[src/rtl/alu_cmd_queue.sv]
// Command FIFO feeding the registered 4-bit ALU: valid/ready push side,
// paced single-command issue onto registered a/b/opcode, plus debug counters.
module alu_cmd_queue #(
  parameter int DATA_W = 4,
  parameter int OP_W   = 2,
  parameter int DEPTH  = 4,
  parameter int CNT_W  = 3
) (
  input  logic              clk,
  input  logic              rst,
  input  logic              in_valid,
  output logic              in_ready,
  input  logic [DATA_W-1:0] in_a,
  input  logic [DATA_W-1:0] in_b,
  input  logic [OP_W-1:0]   in_opcode,
  input  logic              issue_en,
  output logic [DATA_W-1:0] a,
  output logic [DATA_W-1:0] b,
  output logic [OP_W-1:0]   opcode,
  output logic              out_valid,
  output logic [CNT_W-1:0]  count,
  output logic [7:0]        drop_cnt
);

  localparam int PTR_W = $clog2(DEPTH);
  localparam int ENT_W = 2 * DATA_W + OP_W;

  logic [ENT_W-1:0] mem [DEPTH];
  logic [PTR_W-1:0] wr_ptr;
  logic [PTR_W-1:0] rd_ptr;
  logic             push;
  logic             pop;

  // Ready depends only on registered count, so a same-cycle pop never frees a slot.
  assign in_ready = (count != CNT_W'(DEPTH));
  assign push     = in_valid && in_ready;
  assign pop      = issue_en && (count != '0);

  always_ff @(posedge clk) begin
    if (push) mem[wr_ptr] <= {in_a, in_b, in_opcode};
  end

  always_ff @(posedge clk or negedge rst) begin
    if (!rst) begin
      wr_ptr    <= '0;
      rd_ptr    <= '0;
      count     <= '0;
      a         <= '0;
      b         <= '0;
      opcode    <= '0;
      out_valid <= 1'b0;
      drop_cnt  <= '0;
    end else begin
      out_valid <= pop;
      if (push) wr_ptr <= wr_ptr + 1'b1;
      if (pop) begin
        rd_ptr            <= rd_ptr + 1'b1;
        {a, b, opcode}    <= mem[rd_ptr];
      end
      case ({push, pop})
        2'b10:   count <= count + 1'b1;
        2'b01:   count <= count - 1'b1;
        default: count <= count;
      endcase
      if (in_valid && !in_ready && (drop_cnt != 8'hFF))
        drop_cnt <= drop_cnt + 1'b1;
    end
  end

endmodule

[config.mk]
export PLATFORM = sky130hd
export DESIGN_NAME = alu_cmd_queue
export DESIGN_NICKNAME = d
export VERILOG_FILES = /design/src/rtl/alu_cmd_queue.sv
export SDC_FILE = /design/constraint.sdc
export NUM_CORES = 1
export LEC_CHECK = 0
export CELL_PAD_IN_SITES_DETAIL_PLACEMENT = 0
export CELL_PAD_IN_SITES_GLOBAL_PLACEMENT = 1
export CORE_ASPECT_RATIO = 1.4
export CORE_UTILIZATION = 47
export CTS_BUF_LIST = sky130_fd_sc_hd__clkbuf_2 sky130_fd_sc_hd__clkbuf_4 sky130_fd_sc_hd__clkbuf_8
export DETAILED_ROUTE_END_ITERATION = 10
export GPL_TIMING_DRIVEN = 1
export HOLD_SLACK_MARGIN = 0.05
export PLACE_DENSITY = 0.9
export SLEW_MARGIN = 20
export SYNTH_ARGS = -nofsm -noshare
export SYNTH_HDL_FRONTEND = slang
export SYNTH_SLANG_ARGS = --single-unit
export TNS_END_PERCENT = 5
[constraint.sdc]
create_clock -name clk -period 2.55 [get_ports clk]
set_input_delay 0.51 -clock clk [delete_from_list [all_inputs] [get_ports clk]]
set_output_delay 0.51 -clock clk [all_outputs]
set_load 0.05 [all_outputs]
**Yosys cells after proc, flatten, opt, wreduce, memory -nomap -nowiden**

Memory sizes are Yosys's and may differ from the RTL's. A register that Yosys moved wholly into a read port is not among the register bits.
Cells that the tools add are included.
W data, S select, Z words.

- Word-level logic and storage cells: 26
- Output and inout bits: 23
- Register bits after elaboration: 16
- Input port bits: 14
- Memories kept: 1
- RAM bits: 40

Memories:

| name | depth | width | read ports | clocked after memory_dff | wr ports | RTL line | RTL |
|---|---|---|---|---|---|---|---|
| mem | 4 | 10 | 1 | 1 | 1 | 28 | `logic [ENT_W-1:0] mem [DEPTH];` |

- Equality and inequality tests: 4
- Muxes and demuxes: 3
- $add $sub $neg: 5
- Reductions and logical operators: 8

Operator list:

| kind | count |
|---|---|
| $add A8 B1 Y8 const B | 1 |
| $ne A8 B8 Y1 const B | 1 |
| $pmux W3 S2 | 1 |
| $add A2 B1 Y2 const B | 2 |
| $logic_and A1 B1 Y1 | 4 |
| $add A3 B1 Y3 const B | 1 |
| $ne A3 B3 Y1 const B | 1 |
| $reduce_bool A3 Y1 | 1 |
| $sub A3 B1 Y3 const B | 1 |
| $eq A2 B1 Y1 const B | 1 |
| $eq A2 B2 Y1 const B | 1 |
| $logic_not A1 Y1 | 2 |
| $mux W1 | 2 |
| $reduce_bool A2 Y1 | 1 |

**Depth between registers and ports, before layout**

- Depth in word-level cells: 4
- Depth in mapped cells: 9
- Depth with buffers taken out: 9

**Worst setup path before layout**

No wires, ideal clock.

- Path type: register -> register
- From: register count[2]
- To: register count[2]
- Arrival time: 2.424 ns
- Setup time: 0.082 ns
- Data required time: 2.468 ns
- Cell stages (with the launch flop): 10
- Slack: 0.044 ns
- Cells stage by stage: dfrtp_1 -> or3b_4 -> and2_4 -> inv_1 -> ha_1 -> inv_1 -> fa_1 -> xor2_1 -> nor2_1 -> xor2_1

- Cells in the longest elaborated chain, start to end: 4

RTL lines:

| item | RTL line | RTL |
|---|---|---|
| start, declared | 21 | `output logic [CNT_W-1:0] count,` |
| start signal, assigned | 61 | `2'b10: count <= count + 1'b1;` |
| start signal, assigned | 62 | `2'b01: count <= count - 1'b1;` |
| start signal, assigned | 63 | `default: count <= count;` |
| $ne A3 B3 Y1 (*) | 35 | `assign in_ready = (count != CNT_W'(DEPTH));` |
| net in_ready | 12 | `output logic in_ready,` |
| $logic_and A1 B1 Y1 (*) | 36 | `assign push = in_valid && in_ready;` |
| $eq A2 B1 Y1 or $eq A2 B2 Y1 (tied branches) | 60 | `case ({push, pop})` |
| $pmux W3 S2 or $reduce_bool A2 Y1 (tied branches) | -- |  |

Mark *: on every way through the listed nets, which the timed path passes. The rest lies on a longest branch.
A chain may end at the register's enable or synchronous reset.

**Worst setup path in the final report**

- From: register count[2]
- To: output in_ready

- Cells in the longest elaborated chain, start to end: 1

RTL lines:

| item | RTL line |
|---|---|
| $ne A3 B3 Y1 | 35 |
| end, declared | 12 |

Every way passes these cells.

==> reports/summary.txt <==
crit end category = output pin
Clock Skew = 8.75 ps
slew of the pin with the lowest slew margin = 723 ps
syn nets = 187
Total GRT Usage = 17.8%
total of max-cap violations = 0
crit share post-route = 94.9%
post-synthesis instance total = 166
Final nets = 233
final setup TNS = 0 ps
crit path cell chain = or3b_4 > clkdlybuf4s50_1
FF-to-FF path depth = 9
slowest cell on the critical path = clkdlybuf4s50_1
cell family with most CP delay = buffers and inverters
RSZ-0062 raised after global routing = no
Root Driver = clkbuf_8
Pre-antenna DRT Iters = 4
Ports = 37
# setup viols final = 0
PD cells = 1240 nW/um^2
Worst Path Required = 2040 ps
CP max FO = 6
Initial DRC Count = 52
synthesized area per cell = 16.0 sq um
critical path class = reg2out
post-synthesis sequential area ratio = 69.6%
data arrival time of the worst path = 1910 ps
clk buf depth = 2
clk sink count = 66
number of vias per cell = 5.26
GR Util met3 = 6.16%
Hold WC Path Type = reg2reg
synth warn = 0
TritonCTS clock tree = yes
Final Hold Slack = 478 ps
most frequent cell after synthesis = edfxtp_1
CORE AREA = 5490 sq um
antenna viol nets, final = 0
Yosys top cell area share = 45.2%
Avg WL per Cell = 16.0 microns
GRT met2 Usage = 30.1%
status = finished clean
routed wire length = 4570 microns
R2R setup slack = 270 ps
post-DP HPWL = 3190 microns
area leader, netlist = edfxtp_1
max frequency = 413 MHz
full die area = 5970 sq um
Die Wd = 65.6 microns
Area Overhead vs Synth = 24.3%
Antenna Cells = 0
synth cell count leaders = edfxtp_1 (40), nand2_1 (34), dfrtp_1 (26)
Crit path buffers/inverters = 1
setup repair bufs after CTS = 0
residual DRC count = 0
Worst path depth = 2
IO buf count = 36
grt ovf = 0
Critical Path Sink = in_ready
post-cts sizing count = 0
Area contributors post-synth = edfxtp_1 (45%), dfrtp_1 (24%), mux4_2 (8.5%), nand2_1 (4.8%), ha_1 (2.8%)
hold_buf cts = 0
EDFF count, synth = 40
# rows = 32
first-pass GRT wire length = 7420 microns
H-tree depth = 3
Vias = 1,499
initial antenna violation count = 0
CTS Buf Count = 9
ratio of cells with drive above 1 in the final layout = 16.6%
Worst VDD drop = 0.571 mV
Yosys reg bits = 66
Slew Viols, Final = 0
GRT met1 Usage = 19.7%
largest net degree at the start of global routing = 27
reg2reg end = count[2]$_DFFE_PN0P_
Initial Utilization = 48.5%
static leakage = 1.31 nW
clk_lat worst skew = 340 ps
CTS clk-pin slew, worst paths = 60 ps
Most Crowded Layer GR = met2
min cycle time layout = 2420 ps
final hold violation count = 0
area of the mapped netlist = 2660 sq um
Async SR Flop Fraction = 39.4%
Synth Flop Type = edfxtp_1
startpoint types = flip-flop
gp weighted congestion = 0.751
CP startpoint = count[2]$_DFFE_PN0P_
post-synth cell types = 29
slew margin rel. = 51.8%
vias in the first global route = 1,558
Slowest Stage Delay on Critical Path = 710 ps
reg2reg start = count[2]$_DFFE_PN0P_
DIE HEIGHT = 91.0 microns
-- worst min-delay path by stage --
stage / from / endpoint / slack (ps) / cells after the start
after floorplan: rst / a[0]$_DFFE_PN0P_ / 210 / 0
after global placement: opcode[0]$_DFFE_PN0P_ / opcode[0]$_DFFE_PN0P_ / 460 / 2
after CTS: opcode[0]$_DFFE_PN0P_ / opcode[0]$_DFFE_PN0P_ / 490 / 2
after global routing: b[0]$_DFFE_PN0P_ / b[0]$_DFFE_PN0P_ / 500 / 2
after detailed placement: opcode[0]$_DFFE_PN0P_ / opcode[0]$_DFFE_PN0P_ / 470 / 2
final: opcode[1]$_DFFE_PN0P_ / opcode[1]$_DFFE_PN0P_ / 480 / 2
-- cells in the final DEF (no fill, tap or decap) --
| cell | instances |
|---|---|
| mux4_2 | 10 |
| xnor2_1 | 8 |
| inv_1 | 7 |
| bufinv_16 | 1 |
| o2111ai_1 | 1 |
| edfxtp_1 | 40 |
| buf_4 | 3 |
| clkinv_1 | 1 |
| ha_1 | 6 |
| clkbuf_8 | 10 |
| clkbuf_4 | 3 |
| nand2b_1 | 1 |
| and4_1 | 1 |
| dfrtp_1 | 26 |
| and4bb_2 | 1 |
| mux2i_1 | 1 |
| or3b_4 | 1 |
| xor2_1 | 2 |
| and2_1 | 1 |
| nor2_1 | 1 |
| mux2_4 | 1 |
| fa_1 | 1 |
| clkinv_2 | 1 |
| mux2_2 | 4 |
| nand4_1 | 3 |
| nand2_1 | 34 |
| o21ai_0 | 1 |
| nand3_1 | 1 |
| o211ai_1 | 2 |
| o31ai_1 | 1 |
| clkdlybuf4s50_1 | 36 |
| and2_4 | 1 |
| and3_1 | 6 |
-- logic make-up after synthesis --
| logic type | Yosys count | share of synthesized area [%] |
|---|---|---|
| fa+ha+maj | 7 | 3.58 |
| compound gates | 5 | 1.36 |
| xor+xnor | 10 | 3.29 |
| flops | 66 | 69.6 |
| buf+inv | 11 | 1.74 |
| mux | 16 | 11.1 |
| simple gates | 51 | 9.27 |
-- final cells by class --
type                    count  area [sq um]
well taps                  68          85.1
clock inverters             3          38.8
multi-input cells          89           761
clock buffers              13           160
repair buffers             39           383
flip-flops and latches     66          1850
fillers                   427          2180
inverters                   7          26.3
-- layer usage --
layer	vias to the layer above	routed length [microns]	share of wire [%]
met4	0	65	1.4
li1	695	-	-
met2	38	2490	55
met3	7	201	4.4
met1	759	1810	40
met5	-	0	0
-- per-stage QoR --
step	total power [mW]	area, sq um	instances	setup WS (ps)	util [%]
global placement	3.23	3110	269	274	56.6
finish	4.11	3310	285	130	60.3
global route	4.31	3310	285	71.6	60.3
floorplan	2.77	2660	166	43.8	-
CTS	4.16	3310	285	113	60.3
detailed placement	3.29	3110	269	131	56.6
-- power by group --
group          internal (mW)  switching, mW
logic                  0.633          0.909
registers               1.45          0.251
clock network          0.507          0.359
total                   2.59           1.52
-- state kept, by name, indices dropped and copies added, names as in the netlist --
| register | cells |
|---|---|
| a | 4 |
| b | 4 |
| count | 3 |
| drop_cnt | 8 |
| mem | 40 |
| opcode | 2 |
| out_valid | 1 |
| rd_ptr | 2 |
| wr_ptr | 2 |
-- tightest hold or removal path, delay by kind of cell, from the launching register on --
kind | cells | cell delay (ps)
flops | 1 | 350
simple gates | 2 | 100
No activity file was read; power rests on OpenSTA's default activity.
